[config.mk]
export PLATFORM = sky130hd
export DESIGN_NAME = delay_var_bus_flat
export DESIGN_NICKNAME = d
export VERILOG_FILES = /design/src/rtl/delay_var_bus_if.sv /design/src/rtl/delay_var_bus.sv /design/src/flat_wrapper.sv
export SDC_FILE = /design/constraint.sdc
export NUM_CORES = 1
export LEC_CHECK = 0
export ABC_AREA = 1
export CAP_MARGIN = 20
export CORE_UTILIZATION = 53
export DETAILED_ROUTE_END_ITERATION = 8
export PLACE_DENSITY = 0.79
export SLEW_MARGIN = 0
export SYNTH_ARGS = -nofsm -noshare
export SYNTH_HDL_FRONTEND = slang
export SYNTH_SLANG_ARGS = --single-unit
[constraint.sdc]
create_clock -name clk -period 6.81 [get_ports clk]
set_clock_uncertainty 0.05 [all_clocks]
set_input_delay 2.043 -clock clk [delete_from_list [all_inputs] [get_ports clk]]
set_output_delay 2.043 -clock clk [all_outputs]
set_load 0.02 [all_outputs]
[src/rtl/delay_var_bus_if.sv]
// Sample-stream bus of the programmable delay line: input sample, strobe,
// requested delay, and the delayed sample with its validity flag.
interface delay_var_bus_if #(
  parameter int WIDTH = 8,
  parameter int AW    = 6
);
  logic [WIDTH-1:0] d;
  logic             d_stb;
  logic [AW:0]      dly;
  logic [WIDTH-1:0] q;
  logic             q_valid;

  // Producer side: drives samples and the requested delay.
  modport master (
    output d, d_stb, dly,
    input  q, q_valid
  );

  // Delay line side.
  modport slave (
    input  d, d_stb, dly,
    output q, q_valid
  );
endinterface

[src/rtl/delay_var_bus.sv]
// Runtime-programmable bus delay line on a 2^AW-deep circular buffer.
// Every strobe writes d at the write pointer and loads q with the sample of
// the D-th most recent strobe (the current one counts as the 1st), so with a
// continuous strobe this is a plain D-cycle delay with no extra latency.
module delay_var_bus #(
  parameter int WIDTH = 8,
  parameter int AW    = 6
) (
  input  logic         clk,
  input  logic         rst,
  delay_var_bus_if.slave bus
);

  localparam int          DEPTH   = 1 << AW;
  localparam logic [AW:0] DEPTH_V = (AW + 1)'(DEPTH);
  localparam logic [AW:0] ONE_V   = (AW + 1)'(1);

  logic [WIDTH-1:0] mem [DEPTH];

  logic [AW-1:0]    wr_q,    wr_d;
  logic [AW:0]      fill_q,  fill_d;
  logic [WIDTH-1:0] q_q,     q_d;
  logic             valid_q, valid_d;

  logic [AW:0]      dly_eff;
  logic [AW-1:0]    rd_addr;
  logic [WIDTH-1:0] rd_data;
  logic [AW+1:0]    fill_inc;

  // Clamp the requested delay into 1..DEPTH and fetch the D-th most recent slot.
  always_comb begin
    // NOTE: every variable gets a value before any branch, so no latch is inferred.
    dly_eff = bus.dly;
    if (bus.dly == '0) begin
      dly_eff = ONE_V;
    end else if (bus.dly > DEPTH_V) begin
      dly_eff = DEPTH_V;
    end
    // The current sample sits at wr_q, so the D-th most recent is D-1 slots back.
    // For D = DEPTH this lands on wr_q+1, the oldest surviving sample.
    rd_addr = wr_q - AW'(dly_eff - ONE_V);
    rd_data = mem[rd_addr];
  end

  // Next state: advance pointer, fill counter and output only on a strobe.
  always_comb begin
    wr_d     = wr_q;
    fill_d   = fill_q;
    q_d      = q_q;
    valid_d  = valid_q;
    fill_inc = {1'b0, fill_q} + {1'b0, ONE_V};
    if (bus.d_stb) begin
      wr_d    = wr_q + AW'(1);
      fill_d  = (fill_q == DEPTH_V) ? fill_q : fill_inc[AW:0];
      valid_d = (fill_inc >= {1'b0, dly_eff});
      // D = 1 is the sample arriving now; it is not in the memory yet, so bypass.
      q_d     = (dly_eff == ONE_V) ? bus.d : rd_data;
    end
  end

  // Control and output registers with synchronous reset.
  always_ff @(posedge clk) begin
    if (rst) begin
      wr_q    <= '0;
      fill_q  <= '0;
      q_q     <= '0;
      valid_q <= 1'b0;
    end else begin
      // NOTE: non-blocking updates keep all registers sampling pre-edge values.
      wr_q    <= wr_d;
      fill_q  <= fill_d;
      q_q     <= q_d;
      valid_q <= valid_d;
    end
  end

  // Sample storage; a strobe coincident with reset is discarded.
  always_ff @(posedge clk) begin
    // NOTE: the buffer is deliberately not reset; q_valid masks stale contents,
    // and leaving it unreset lets it map onto RAM primitives.
    if (!rst && bus.d_stb) begin
      mem[wr_q] <= bus.d;
    end
  end

  assign bus.q       = q_q;
  assign bus.q_valid = valid_q;

endmodule

[src/flat_wrapper.sv]
// flat-port wrapper written by rule: the top's interface ports become plain ports
module delay_var_bus_flat 
#(
  parameter int WIDTH = 8,
  parameter int AW    = 6
)
  (clk, rst, bus_d, bus_d_stb, bus_dly, bus_q, bus_q_valid);
  delay_var_bus_if #(.WIDTH(WIDTH), .AW(AW)) bus_i ();
  input  logic clk;
  input  logic rst;
  input wire logic [$bits(bus_i.d)-1:0] bus_d;
  input wire logic [$bits(bus_i.d_stb)-1:0] bus_d_stb;
  input wire logic [$bits(bus_i.dly)-1:0] bus_dly;
  output wire logic [$bits(bus_i.q)-1:0] bus_q;
  output wire logic [$bits(bus_i.q_valid)-1:0] bus_q_valid;
  assign bus_i.d = bus_d;
  assign bus_i.d_stb = bus_d_stb;
  assign bus_i.dly = bus_dly;
  assign bus_q = bus_i.q;
  assign bus_q_valid = bus_i.q_valid;
  delay_var_bus #(.WIDTH(WIDTH), .AW(AW)) u_core (.clk(clk), .rst(rst), .bus(bus_i));
endmodule
# == Word-level counts from Yosys, hierarchy flattened ==
# Memories as Yosys holds them, arrays and structs flattened. A register that Yosys moved wholly into a read port is not among the register bits.
# Cells that the tools add are included.
# Widths: inputs -> output; s select.
# classes
add_sub_neg,4
order_cmp,2
n_eq_ne,1
mux,4
n_bitwise,1
n_reduce_logical,4
# op_table
cell,n
$mux 7,2
$add 7x1->8 const B,1
$ge 8x7->1,1
$eq 7x7->1 const B,1
$gt 7x7->1 const B,1
$logic_not 7->1,1
$add 6x1->6 const B,1
$sub 6x1->6 const B,1
$sub 6x6->6,1
$mux 1,2
$reduce_and 2->1,1
$logic_and 1x1->1,1
$logic_not 1->1,1
$not 1->1,1
# word_totals
reg_bits,14
ram_bits,512
in_bits,18
elab_cells,20
memories,1
# mem_list
name,depth,width,rd,rd_clocked_by_memory_dff,wr,line_no,text
u_core.mem,64,8,1,1,1,delay_var_bus.sv:18,logic [WIDTH-1:0] mem [DEPTH];

# == Longest topological paths before layout ==
# depth
word_depth,5
mapped_depth,20
ltp_nobuf,18

# == Worst setup path after synthesis ==
# No wires, ideal clock.
# synth_timing
path_type,input port to flip-flop
start,input port bus_dly[0]
end,"register u_core.q_q[0], in the netlist u_core.bus.q[0], read port of u_core.mem"
setup_ps,132
arrival_time_ps,4640
required_time_ps,6628
slack_ps,1987
stages,19
n_path_buf,2
cell_sequence,inv_1 nand2_1 nor2_1 nand2_1 nand3_2 buf_2 buf_2 inv_1 ha_1 inv_1 fa_1 o21ai_0 xor2_1 xnor2_1 inv_1 nand3_1 nand3_1 nand2_1 a21oi_1
# synth_via
elab_chain_len,5
elab_cells_between_ends,6
cone_classes,add/sub (2); order compare (1); mux (2); reduce/logical (1)
# synth_lines
item,line_no,text
from (decl),flat_wrapper.sv:13,input wire logic [$bits(bus_i.dly)-1:0] bus_dly;
$gt 7x7->1,delay_var_bus.sv:36,end else if (bus.dly > DEPTH_V) begin
$mux 7,delay_var_bus.sv:36,
$mux 7 (*),delay_var_bus.sv:34,if (bus.dly == '0) begin
$sub 6x1->6 (*),delay_var_bus.sv:41,rd_addr = wr_q - AW'(dly_eff - ONE_V);
$sub 6x6->6 (*),delay_var_bus.sv:41,
to (decl),delay_var_bus.sv:22,"logic [WIDTH-1:0] q_q, q_d;"
# Mark *: on every way between the ends. The rest lies on a longest branch, timed or not.
# A chain may end at the register's enable or synchronous reset.

# == Final worst setup path ==
# layout_timing
start,input port bus_dly[5]
end,"register u_core.q_q[4], in the netlist u_core.bus.q[4], read port of u_core.mem"
# Same word-level chain as after synthesis.

==> summary.md <==
| Metric | Value |
|---|---|
| Avg Cell Area, Syn | 10.7 um2 |
| ANT cells | 0 |
| Mapped Area | between 20000 and 25000 um2 |
| Min-Delay Path Class | flip-flop to flip-flop |
| Initial Utilization | a little over half |
| Root buf cell | clkbuf_16 |
| Non-Filler Instances | between 2000 and 3000 |
| Slew Limit Fails | 0 |
| Final setup TNS | 0 ns |
| Detailed Route Iter0 Violations | about 2200 |
| Worst-margin pin slew | roughly 1.1 ns |
| Crit-path slowest cell | buf_4 |
| Num ports | 27 |
| Num CTS Buffers | 54 |
| Post-route ant nets | 0 |
| Post-synthesis register bit count | 534 |
| Fill cells | around 3500 |
| Vias | about 17000 |
| DR pass1 iterations | 6 |
| FF-to-FF End | u_core.bus.q[4] |
| Fin area | around 27000 um2 |
| First-pass GRT wire length | between 90000 and 100000 um |
| Worst EP required | ~7.2 ns |
| Drt drc | 0 |
| Critical path peak fanout | 64 |
| Syn_nets | between 2000 and 2500 |
| Slew headroom | roughly 28% |
| Asr flop ratio synth | 0% |
| Largest net degree at the start of global routing | 144 |
| Critical path origin | bus_dly[5] |
| Area of the core | roughly 45000 um2 |
| Leading cell types in the layout, fill and taps excluded | nand3_1 (559), edfxtp_1 (512), nand2_1 (385), inv_1 (298), nand3b_1 (159) |
| Die Y | about 220 um |
| R2R depth | 13 |
| LEAKAGE | 10.3 nW |
| Hold WS | 0.463 ns |
| Worst IR Drop VDD | roughly 0.00036 V |
| Clock buffer depth | 3 |
| Postcts setup bufs | 0 |
| R2r setup slk | ~3.2 ns |
| Gpl congestion | approximately 0.97 |
| Via/cell ratio | ~6.0 |
| Port Buffers | 26 |
| Die area | roughly 46000 um2 |
| Period utilisation layout | around four fifths |
| Worst endpoint data arrival time | about 5.8 ns |
| CP Cell Sequence | clkdlybuf4s50_1 -> nor2_1 -> nand3_1 -> nand2_1 -> nand2_1 -> inv_1 -> ha_1 -> inv_1 -> ha_4 -> inv_1 -> fa_2 -> buf_4 -> nand3_1 -> nand3_1 -> nand3_1 -> nand3_1 -> nand3_1 -> nand2_1 -> a21oi_1 |
| Hold Violations, Final | 0 |
| Register area share after synthesis | between 60% and 70% |
| Worst r2r src | u_core.wr_q[0] |
| Post_cts resized | 0 |
| # H-tree levels | 2 |
| Die width | 215 um |
| Post-synth top flop | edfxtp_1 |
| Cells after Synth | ~2300 |
| Worst setup path end | u_core.bus.q[4] |
| Cell mode on critical path | nand3_1 |
| Max-cap violations | 0 |
| Clock sinks | roughly 530 |
| Clock transition at path regs | roughly 0.060 ns |
| Initial antenna violation count | 2 |
| Crit end category | flip-flop |
| Placement-stage cell area | around 25000 um2 |
| Setup violators final | 0 |
| EDFF count, synth | just over 500 |
| Final nets | 2282 |
| DP Cell Count | roughly 2800 |
| Critical path type | input port to flip-flop |
| Commonest non-fill, non-tap cell in the layout | nand3_1 |
| Max Clk Rate | 0.186 GHz |
| Min Tclk post-route | between 5 and 6 ns |
| Share of cells above drive strength 1 | 6.12% |
| Standard-cell rows | 77 |
| Unique masters post-synth | 28 |
| Hold-fix buffers, CTS | 0 |
| Worst-Skew Late Latency | slightly above 0.6 ns |
| Routed WL | between 60000 and 70000 um |
| Area growth, synth to finish | 10.2% |
| Status | finished clean |
| Avg WL per Cell | approximately 21 um |
| PwrDens | ~290 nW/um2 |
| Max incr delay on CP | about 0.62 ns |
| Vias in the first global route | around 17000 |
| Synth warn | 0 |
| Post-DP HPWL | between 30000 and 40000 um |
| Worst Setup Start Kind | input port |
| GR Overflow Total | 0 |
| TritonCTS clock tree | yes |
| Unrepaired setup endpoints after global routing | no |
| GRT Util Overall | between 20% and 30% |
[area by class of cell]
type | instances | area (um2) | area share, %
Clock buffer | 65 | 1460 | 5.48
Tap cell | 592 | 741 | 2.79
Inverter | 303 | 1140 | 4.29
Multi-Input combinational cell | 1285 | 6520 | 24.5
Sequential cell | 534 | 15800 | 59.5
Clock inverter | 34 | 288 | 1.08
Timing Repair Buffer | 67 | 603 | 2.27
[critical path, delay by kind of cell]
| kind | cells | cell delay (ns) |
|---|---|---|
| AOI/OAI and AO/OA | 1 | 0.09 |
| buffers and inverters | 5 | 1.30 |
| adders and majority gates | 3 | 0.93 |
| and+or+nand+nor | 10 | 1.44 |
[cells by family after synthesis]
family,Yosys count,synth area share (%)
simple gates,1213,24.4
compound gates,44,1.03
buf+inv,441,7.59
flops,534,65.6
fa+ha+maj,19,1.02
xor+xnor,9,0.327
[where the power goes]
part	internal (W)	switching, W
Clock	0.00167	0.00125
Combinational	0.000314	0.000789
Sequential	0.00361	0.0000206
Total	0.00560	0.00206
[registers in the layout (all words and copies together), names as in the netlist]
name	cells
u_core.mem	512
u_core.bus.q	8
u_core.fill_q	7
u_core.wr_q	6
u_core.bus.q_valid	1
[cells in the mapped netlist, types with 3 or more instances]
cell,number,area (um2)
nand3_1,559,2800
edfxtp_1,512,15400
nand2_1,385,1450
inv_1,299,1120
nand3b_1,159,1190
nor2_1,92,345
buf_2,58,290
clkbuf_1,45,169
a21oi_1,23,115
dfxtp_1,22,440
ha_1,18,225
buf_4,15,113
buf_1,14,52.6
o21ai_0,9,45.0
nand4_1,8,50.1
o211ai_1,8,60.1
buf_6,6,67.6
nor3_1,6,30.0
xor2_1,6,52.6
inv_2,4,15.0
xnor2_1,3,26.3
[worst min path at each step]
stage                     startpoint               end  slack (ns)  cells after the start
floorplan           u_core.fill_q[3]  u_core.fill_q[3]        0.42                      2
global placement    u_core.fill_q[3]  u_core.fill_q[3]        0.44                      2
detailed placement  u_core.fill_q[3]  u_core.fill_q[3]        0.45                      2
CTS                 u_core.fill_q[3]  u_core.fill_q[3]        0.46                      2
global route         u_core.bus.q[3]   u_core.bus.q[3]        0.49                      2
finish              u_core.fill_q[3]  u_core.fill_q[3]        0.46                      2
[per-stage QoR]
| step | power, W | util (%) | worst slack (ns) |
|---|---|---|---|
| 2_1_floorplan | 0.00439 | - | 1.99 |
| 3_3_place_gp | 0.00475 | 55.8 | 1.07 |
| 3_5_place_dp | 0.00478 | 55.8 | 0.958 |
| 4_1_cts | 0.00765 | 59.7 | 1.55 |
| 5_1_grt | 0.00788 | 59.7 | 1.27 |
| 6_report | 0.00766 | 59.7 | 1.42 |
[layer usage]
layer,GRT usage (%),vias to the layer above,routed length (um)
met4,13.0,2,2640
met2,40.9,1051,28100
met1,35.3,8210,23900
met3,6.02,183,6600
li1,-,7716,-
met5,0,-,13
Note: power is estimated with default switching activity, not from simulation.
